==> config.mk <==
export PLATFORM = sky130hd
export DESIGN_NAME = fir_stream_feeder_flat
export DESIGN_NICKNAME = d
export VERILOG_FILES = /design/src/rtl/fir_stream_feeder_if.sv /design/src/rtl/fir_stream_feeder.sv /design/src/flat_wrapper.sv
export SDC_FILE = /design/constraint.sdc
export NUM_CORES = 1
export LEC_CHECK = 0
export ABC_CLOCK_PERIOD_IN_PS = 2640
export CORE_UTILIZATION = 55
export CTS_BUF_LIST = sky130_fd_sc_hd__clkbuf_8
export DETAILED_ROUTE_END_ITERATION = 10
export PLACE_DENSITY = 0.84
export SLEW_MARGIN = 20
export SYNTH_ARGS = -nofsm -noshare
export SYNTH_HDL_FRONTEND = slang
export SYNTH_SLANG_ARGS = --single-unit
==> constraint.sdc <==
create_clock -name clk -period 2.64 [get_ports clk]
set_input_delay 0.264 -clock clk [delete_from_list [all_inputs] [get_ports clk]]
set_output_delay 0.264 -clock clk [all_outputs]
set_load 0.02 [all_outputs]
==> src/rtl/fir_stream_feeder_if.sv <==
// Stream bundle for fir_stream_feeder: input samples, output results and the
// sample/enable/result lines of the time-multiplexed FIR filter.
interface fir_stream_feeder_if #(
    parameter int WIDTH = 18
);
    logic signed [WIDTH-1:0] s_data;
    logic                    s_valid;
    logic                    s_ready;
    logic signed [WIDTH-1:0] fir_in;
    logic                    fir_ready;
    logic signed [WIDTH-1:0] fir_out;
    logic signed [WIDTH-1:0] m_data;
    logic                    m_valid;
    logic                    m_ready;

    // The feeder side.
    modport slave (
        input  s_data, s_valid, fir_out, m_ready,
        output s_ready, fir_in, fir_ready, m_data, m_valid
    );

    // The environment side: sample source, result sink and the filter.
    modport master (
        output s_data, s_valid, fir_out, m_ready,
        input  s_ready, fir_in, fir_ready, m_data, m_valid
    );
endinterface

==> src/rtl/fir_stream_feeder.sv <==
// Flow-control wrapper around a time-multiplexed FIR: buffers input samples,
// presents each one to the filter for a whole TAPS-cycle frame, returns results.
module fir_stream_feeder #(
    parameter int WIDTH      = 18,
    parameter int TAPS       = 64,
    parameter int FIFO_DEPTH = 4
) (
    input logic                clk,
    input logic                rst_n,
    fir_stream_feeder_if.slave bus
);
    localparam int PTR_W = $clog2(FIFO_DEPTH);
    localparam int CNT_W = $clog2(FIFO_DEPTH + 1);
    localparam int PH_W  = $clog2(TAPS);

    typedef enum logic {IDLE, RUN} state_t;

    logic signed [WIDTH-1:0] mem_q [FIFO_DEPTH];
    logic [PTR_W-1:0]        wr_ptr_q, wr_ptr_d;
    logic [PTR_W-1:0]        rd_ptr_q, rd_ptr_d;
    logic [CNT_W-1:0]        count_q, count_d;
    state_t                  state_q, state_d;
    logic [PH_W-1:0]         phase_q, phase_d;
    logic                    first_q, first_d;
    logic signed [WIDTH-1:0] fir_in_q, fir_in_d;
    logic signed [WIDTH-1:0] m_data_q, m_data_d;
    logic                    m_valid_q, m_valid_d;

    logic s_ready;
    logic push;
    logic pop;
    logic start;
    logic last_phase;
    logic capture;
    logic fir_ready;

    assign s_ready    = (count_q != CNT_W'(FIFO_DEPTH));
    assign push       = bus.s_valid & s_ready;
    // A new frame may begin only when the output slot is free or being freed.
    assign start      = (count_q != '0) && (!m_valid_q || bus.m_ready);
    assign last_phase = (phase_q == PH_W'(TAPS - 1));

    always_ff @(posedge clk or negedge rst_n) begin
        if (!rst_n) begin
            state_q <= IDLE;
            phase_q <= '0;
        end else begin
            state_q <= state_d;
            phase_q <= phase_d;
        end
    end

    always_comb begin
        state_d = state_q;
        phase_d = phase_q;
        case (state_q)
            IDLE: begin
                if (start) begin
                    state_d = RUN;
                    phase_d = '0;
                end
            end
            RUN: begin
                if (!last_phase) begin
                    phase_d = phase_q + PH_W'(1);
                end else if (start) begin
                    phase_d = '0;
                end else begin
                    state_d = IDLE;
                    phase_d = '0;
                end
            end
            default: begin
                state_d = IDLE;
                phase_d = '0;
            end
        endcase
    end

    always_comb begin
        fir_ready = (state_q == RUN);
        pop       = start && ((state_q == IDLE) || last_phase);
        // The filter publishes the previous sample's result during phase 0.
        capture   = (state_q == RUN) && (phase_q == PH_W'(1)) && !first_q;
    end

    always_comb begin
        count_d = count_q;
        if (push && !pop) begin
            count_d = count_q + CNT_W'(1);
        end else if (pop && !push) begin
            count_d = count_q - CNT_W'(1);
        end
        wr_ptr_d  = push ? wr_ptr_q + PTR_W'(1) : wr_ptr_q;
        rd_ptr_d  = pop  ? rd_ptr_q + PTR_W'(1) : rd_ptr_q;
        fir_in_d  = pop  ? mem_q[rd_ptr_q] : fir_in_q;
        first_d   = ((state_q == RUN) && (phase_q == PH_W'(1))) ? 1'b0 : first_q;
        m_data_d  = capture ? bus.fir_out : m_data_q;
        m_valid_d = m_valid_q;
        if (capture) begin
            m_valid_d = 1'b1;
        end else if (m_valid_q && bus.m_ready) begin
            m_valid_d = 1'b0;
        end
    end

    always_ff @(posedge clk or negedge rst_n) begin
        if (!rst_n) begin
            wr_ptr_q  <= '0;
            rd_ptr_q  <= '0;
            count_q   <= '0;
            first_q   <= 1'b1;
            fir_in_q  <= '0;
            m_data_q  <= '0;
            m_valid_q <= 1'b0;
        end else begin
            wr_ptr_q  <= wr_ptr_d;
            rd_ptr_q  <= rd_ptr_d;
            count_q   <= count_d;
            first_q   <= first_d;
            fir_in_q  <= fir_in_d;
            m_data_q  <= m_data_d;
            m_valid_q <= m_valid_d;
        end
    end

    // Storage holds data only; occupancy is tracked by count and pointers.
    always_ff @(posedge clk) begin
        if (push) begin
            mem_q[wr_ptr_q] <= bus.s_data;
        end
    end

    assign bus.s_ready   = s_ready;
    assign bus.fir_ready = fir_ready;
    assign bus.fir_in    = fir_in_q;
    assign bus.m_data    = m_data_q;
    assign bus.m_valid   = m_valid_q;
endmodule

==> src/flat_wrapper.sv <==
// flat-port wrapper written by rule: the top's interface ports become plain ports
module fir_stream_feeder_flat 
#(
    parameter int WIDTH      = 18,
    parameter int TAPS       = 64,
    parameter int FIFO_DEPTH = 4
)
  (clk, rst_n, bus_s_data, bus_s_valid, bus_fir_out, bus_m_ready, bus_s_ready, bus_fir_in, bus_fir_ready, bus_m_data, bus_m_valid);
  fir_stream_feeder_if #(.WIDTH(WIDTH)) bus_i ();
  input logic clk;
  input logic rst_n;
  input wire logic [$bits(bus_i.s_data)-1:0] bus_s_data;
  input wire logic [$bits(bus_i.s_valid)-1:0] bus_s_valid;
  input wire logic [$bits(bus_i.fir_out)-1:0] bus_fir_out;
  input wire logic [$bits(bus_i.m_ready)-1:0] bus_m_ready;
  output wire logic [$bits(bus_i.s_ready)-1:0] bus_s_ready;
  output wire logic [$bits(bus_i.fir_in)-1:0] bus_fir_in;
  output wire logic [$bits(bus_i.fir_ready)-1:0] bus_fir_ready;
  output wire logic [$bits(bus_i.m_data)-1:0] bus_m_data;
  output wire logic [$bits(bus_i.m_valid)-1:0] bus_m_valid;
  assign bus_i.s_data = bus_s_data;
  assign bus_i.s_valid = bus_s_valid;
  assign bus_i.fir_out = bus_fir_out;
  assign bus_i.m_ready = bus_m_ready;
  assign bus_s_ready = bus_i.s_ready;
  assign bus_fir_in = bus_i.fir_in;
  assign bus_fir_ready = bus_i.fir_ready;
  assign bus_m_data = bus_i.m_data;
  assign bus_m_valid = bus_i.m_valid;
  fir_stream_feeder #(.WIDTH(WIDTH), .TAPS(TAPS), .FIFO_DEPTH(FIFO_DEPTH)) u_core (.clk(clk), .rst_n(rst_n), .bus(bus_i));
endmodule
==> results.tsv <==
metric	value	unit
status	complete, no violations	
Synth warnings	0	
final WL	8515	microns
Final GP Congestion	0.7299	
Max Cap Violations	0	
syn_nets	298	
worst-case clock buffer depth	2	
vias	2504	
largest net degree at the start of global routing	53	
Worst setup EP type	flop	
all-layer global routing usage	19.67	%
# rows	34	
die area	9355	sq um
TritonCTS Buffers	17	
Yosys reg bits	124	
H-tree depth	4	
Worst-Skew Late Latency	0.43	ns
fmax	437.4	MHz
Final Skew	0.01563	ns
total negative slack	0	ns
leakage power	0.002432	uW
Root Driver	clkbuf_8	
commonest non-fill, non-tap cell in the layout	clkdlybuf4s50_1	
Max transition margin	54.76	%
final hold viol count	0	
Routed Antenna Nets	0	
CTS resizes	0	
Die H	96.72	microns
initial DRC count	98	
global-route wire length before repair	13680	microns
CP Max Fanout	4	
Routed WL per cell	18.16	microns
TritonCTS clock tree	yes	
Post-CTS Setup Inserts	0	
Post-Synthesis Cells	250	
VDD IR-drop max	0.0005897	V
Yosys cell types	39	
top sig layer	met4	
Core ar.	8721	sq um
area grow syn2layout	26.72	%
Power Density	1147	nW/um^2
Worst Path Class, Setup	flop to flop	
fin. max-slew vios	0	
Worst-path clk slew	0.08	ns
part of the cycle the worst path needs	86.60	%
# IOs	79	
Syn Std Cell Area	4935	sq um
Congestion Overflow GR	0	
most frequent cells in the layout	clkdlybuf4s50_1 (77), edfxtp_1 (72), dfrtp_1 (51)	
ANT cells	0	
TritonRoute pass-1 iters	4	
HPWL after DPL	5407	microns
layout cells sized above 1	29.36	%
FILL cells	556	
die width	96.72	microns
routed wl met2	4162	microns
vias per cell	5.339	
met3 routed WL	528	microns
Finished Core Util	71.71	%
arrival time worst endpoint	2.63	ns
Final setup viols	0	
RSZ-0062 raised after global routing	no	
Initial Utilization	56.59	%
antenna violations before repair	0	
CTS sink cnt	124	
register area share after synthesis	70.21	%
CP required	2.99	ns
I/O Buffers	78	
DRC	0	
worst hold path class	input port to flop	
WL met1	3742	microns
Worst Setup Start Kind	flop	
Nets	396	
Worst-Margin Slew	0.6787	ns
crit path time final	2.286	ns
syn_area_per_cell	19.74	sq um
vias in the first global route	2683	
-- Yosys cell counts, drive strengths merged --
cell type   n  area share, %
mux2i       1           0.20
a31o        1           0.18
o22ai       1           0.13
o21ai       5           0.58
nor2        3           0.56
nand2b      1           0.13
a21oi       3           0.30
clkbuf      1           0.28
and3        5           0.63
or3         1           0.23
or2         1           0.13
nand3       3           0.41
a31oi       2           0.25
nor2b       1           0.13
xnor2       4           0.71
ha          7            1.8
and2        3           0.38
mux4       18            8.2
edfxtp     72             44
nor4b       1           0.30
dfrtp      51             26
fa          1           0.41
a41oi       1           0.18
nand2       9           0.74
buf         7            1.2
mux2       38             11
dfstp       1           0.53
or2b        1           0.18
inv         5           0.38
xor2        2           0.36
-- kinds of logic (layout without fill, tap and decap cells) --
family / count (synthesis) / count (layout) / share of synthesized area (%)
flip-flops: 124 / 124 / 70.21
XOR/XNOR: 6 / 6 / 1.065
multiplexers: 57 / 57 / 19.22
adder cells (fa/ha/maj): 8 / 8 / 2.180
buffers and inverters: 13 / 124 / 1.901
AO/OA/AOI/OAI: 13 / 13 / 1.623
AND/OR/NAND/NOR: 29 / 29 / 3.804
-- worst max-delay path: stages, from the launching register on --
cell	delay, ns
dfrtp_1	0.44
or3_4	0.41
and2_1	0.19
nand2_2	0.08
ha_1	0.18
inv_1	0.06
fa_1	0.38
xor2_1	0.18
nor2_1	0.12
xor2_1	0.16
-- sequential cells by signal, indices dropped and copies added, names as in the netlist --
signal / cells
u_core.bus.m_data: 18
u_core.mem_q: 72
u_core.rd_ptr_q: 2
u_core.phase_q: 6
u_core.first_q: 1
u_core.count_q: 3
u_core.bus.m_valid: 1
u_core.wr_ptr_q: 2
u_core.bus.fir_in: 18
u_core.bus.fir_ready: 1
-- through the flow --
step | area, sq um | setup slack [ns] | instances | total power, uW | hold WS, ns
3_3_place_gp | 5843 | 0.3327 | 436 | 5476 | 0.4258
5_1_grt | 6254 | 0.2105 | 469 | 7507 | 0.4350
4_1_cts | 6254 | 0.3511 | 469 | 7250 | 0.4245
2_1_floorplan | 4935 | 0.3478 | 250 | 4548 | -0.03159
6_report | 6254 | 0.3537 | 469 | 7172 | 0.4544
3_5_place_dp | 5843 | 0.2325 | 436 | 5594 | 0.4388
-- layout make-up --
cell class,instances,area [sq um],area share (%)
multi-input cells,113,1376,22.01
clock inverters,15,166.4,2.661
well taps,108,135.1,2.161
inverters,5,18.77,0.3001
clock buffers,17,234.0,3.741
repair buffers,87,858.3,13.73
flip-flops and latches,124,3465,55.40
-- final timing paths --
| path | start | end | slack (ns) | cells after the start |
|---|---|---|---|---|
| setup / recovery | u_core.count_q[0] | u_core.count_q[2] | 0.35 | 9 |
| hold / removal | bus_fir_out[12] | u_core.bus.m_data[12] | 0.45 | 2 |
| setup reg to reg | u_core.count_q[0] | u_core.count_q[2] | 0.35 | 9 |
| hold reg to reg | u_core.bus.m_data[17] | u_core.bus.m_data[17] | 0.51 | 1 |
| max in group asynchronous | rst_n | u_core.bus.fir_in[17] | 1.69 | 3 |
| min in group asynchronous | rst_n | u_core.phase_q[3] | 0.50 | 3 |
-- layer usage --
metal  vias to the layer above  global-route usage [%]
li1                       1154                       -
met1                      1253                   24.94
met2                        86                   31.69
met3                        11                   7.081
met4                         0                   6.544
met5                         -                       0
-- report_power, final --
group	switching (uW)	internal (uW)	total, uW
sequential	339	2690	3020
clock	795	854	1650
combinational	1110	1390	2500
total	2240	4930	7170
-- timing repair --
item / 4_1_cts / 5_1_grt
setup endpoints to repair: 0 / 0
hold buffers: 1 / 0
endpoints found under the hold margin: 51 / 0
No activity file was read; power rests on OpenSTA's default activity.
==> edit, RTL diff (same settings) <==
`TAPS` is set to 64 in 2 places; all go to 128.
--- a/src/rtl/fir_stream_feeder.sv
+++ b/src/rtl/fir_stream_feeder.sv
@@ -2,7 +2,7 @@
 // presents each one to the filter for a whole TAPS-cycle frame, returns results.
 module fir_stream_feeder #(
     parameter int WIDTH      = 18,
-    parameter int TAPS       = 64,
+    parameter int TAPS       = 128,
     parameter int FIFO_DEPTH = 4
 ) (
     input logic                clk,
--- a/src/flat_wrapper.sv
+++ b/src/flat_wrapper.sv
@@ -2,7 +2,7 @@
 module fir_stream_feeder_flat 
 #(
     parameter int WIDTH      = 18,
-    parameter int TAPS       = 64,
+    parameter int TAPS       = 128,
     parameter int FIFO_DEPTH = 4
 )
   (clk, rst_n, bus_s_data, bus_s_valid, bus_fir_out, bus_m_ready, bus_s_ready, bus_fir_in, bus_fir_ready, bus_m_data, bus_m_valid);
Check against the original RTL: same outputs for any inputs over 10 cycles, from zero or initial values and one cycle with rst_n low; that may be too few to reach the edited logic, so the function may still have changed.
==> edit against the unedited design <==
  * Critical path type unchanged
  * Sequential cell count grew 1
  * Highest routed layer unchanged
  * Count of clock-buffer cells in the layout grew 2
  * Total power grew 3.2%
  * Sequential share of layout area shrank 0.32 points
  * Area after synthesis grew 1.0%
  * Routed wire length grew 2.0%
  * Worst setup slack gained 0.067 ns
  * Via count grew 4.0%
  * Critical endpoint is now u_core.count_q[1]$_DFFE_PN0P_
  * Cell area grew 1.3%
==> edit: results (changes against the unedited design) <==
outcome = completed
fraction of the mapped netlist area in compound gates = 0.02083 (+0.004601)
met3 GRT Util = 0.07482 (+0.004011)
met2 WL = 4384 um (+5.3%)
Area contributors post-synth = edfxtp_1 (43%), dfrtp_1 (26%), mux2_4 (8.4%)
Final nets = 405 (+2.3%)
Multi-input gate area = 1421 um^2 (+3.3%)
post-DP HPWL = 5546 um (+2.6%)
flop2flop setup slack = 0.42 ns (+0.07 ns)
Reg area = 3490 um^2 (+0.72%)
leakage power = 2.475 nW (+1.8%)
Max IR drop VDD = 555.6 uV (-5.8%)
sequential cell area fraction in the yosys report = 0.6999 (-0.002205)
worst-margin pin slew = 0.6420 ns (-0.03665 ns)
Sink Count = 125 (+0.81%)
share of cells above drive strength 1 = 0.2811 (-0.01255)
Final Wtd Congestion = 0.8539 (+17%)
routing usage on met1 = 0.2354 (-0.01394)
clk_buf instances = 19 (+2)
vias in the first global route = 2864 (+6.7%)
post-synthesis adder-cell area fraction = 0.02158 (-0.0002243)
Non-clock buffer share = 0.1355 (-0.001762)
met1 wire length = 3536 um (-5.5%)
Post-synth ARST share = 0.4240 (+0.004645)
largest net degree at the start of global routing = 30 (-43%)
Synth Net Count = 306 (+2.7%)
Synth Area in XOR/XNOR = 0.01230 (+0.001647)
Cell variety after synth = 40 (+2.6%)
CP startpoint = u_core.phase_q[0]$_DFFE_PN0P_
WL met3 = 623 um (+18%)
drt initial violations = 133 (+36%)
reg2reg path depth = 8 (-1)
CP endpoint = u_core.count_q[1]$_DFFE_PN0P_
global-route wire length before repair = 14140 um (+3.4%)
Final Hold Slack = 0.3973 ns (-0.05702 ns)
GRT Total Usage = 0.2028 (+0.006187)
Hold Path Class = primary input to asynchronous set/reset pin
crit-path max FO = 5 (+1)
-- edit: worst max-delay path, cell delays in order, from the launching register on --
cell and delay [ns]:
dfrtp_1 0.41, ha_1 0.26, nand3_4 0.13, o21ai_4 0.23, nand3_2 0.11, ha_1 0.23, inv_1 0.07, fa_1 0.40
mux2_2 0.26
-- edit: per-stage QoR --
stage                     std cells  setup slack, ns  total power, W  instance area, um^2
after floorplan                 258           0.3875        0.004720                 4986
after global placement          445           0.4822        0.005668                 5913
after detailed placement        445           0.3879        0.005775                 5913
after CTS                       478           0.4214        0.007478                 6335
after global routing            478           0.2882        0.007769                 6335
final                           478           0.4210        0.007401                 6335
-- edit: power by group --
part           internal (W)  switching (W)  leakage [nW]
Sequential          0.00271       0.000341          1.29
Clock              0.000973       0.000706         0.216
Combinational       0.00147        0.00120         0.971
-- edit: repair_timing --
action / CTS / global route
endpoints found under the hold margin: 27 / 0
endpoints found under the setup margin: 0 / 0
resized for setup: 0 / 0
hold buffers: 1 / 0
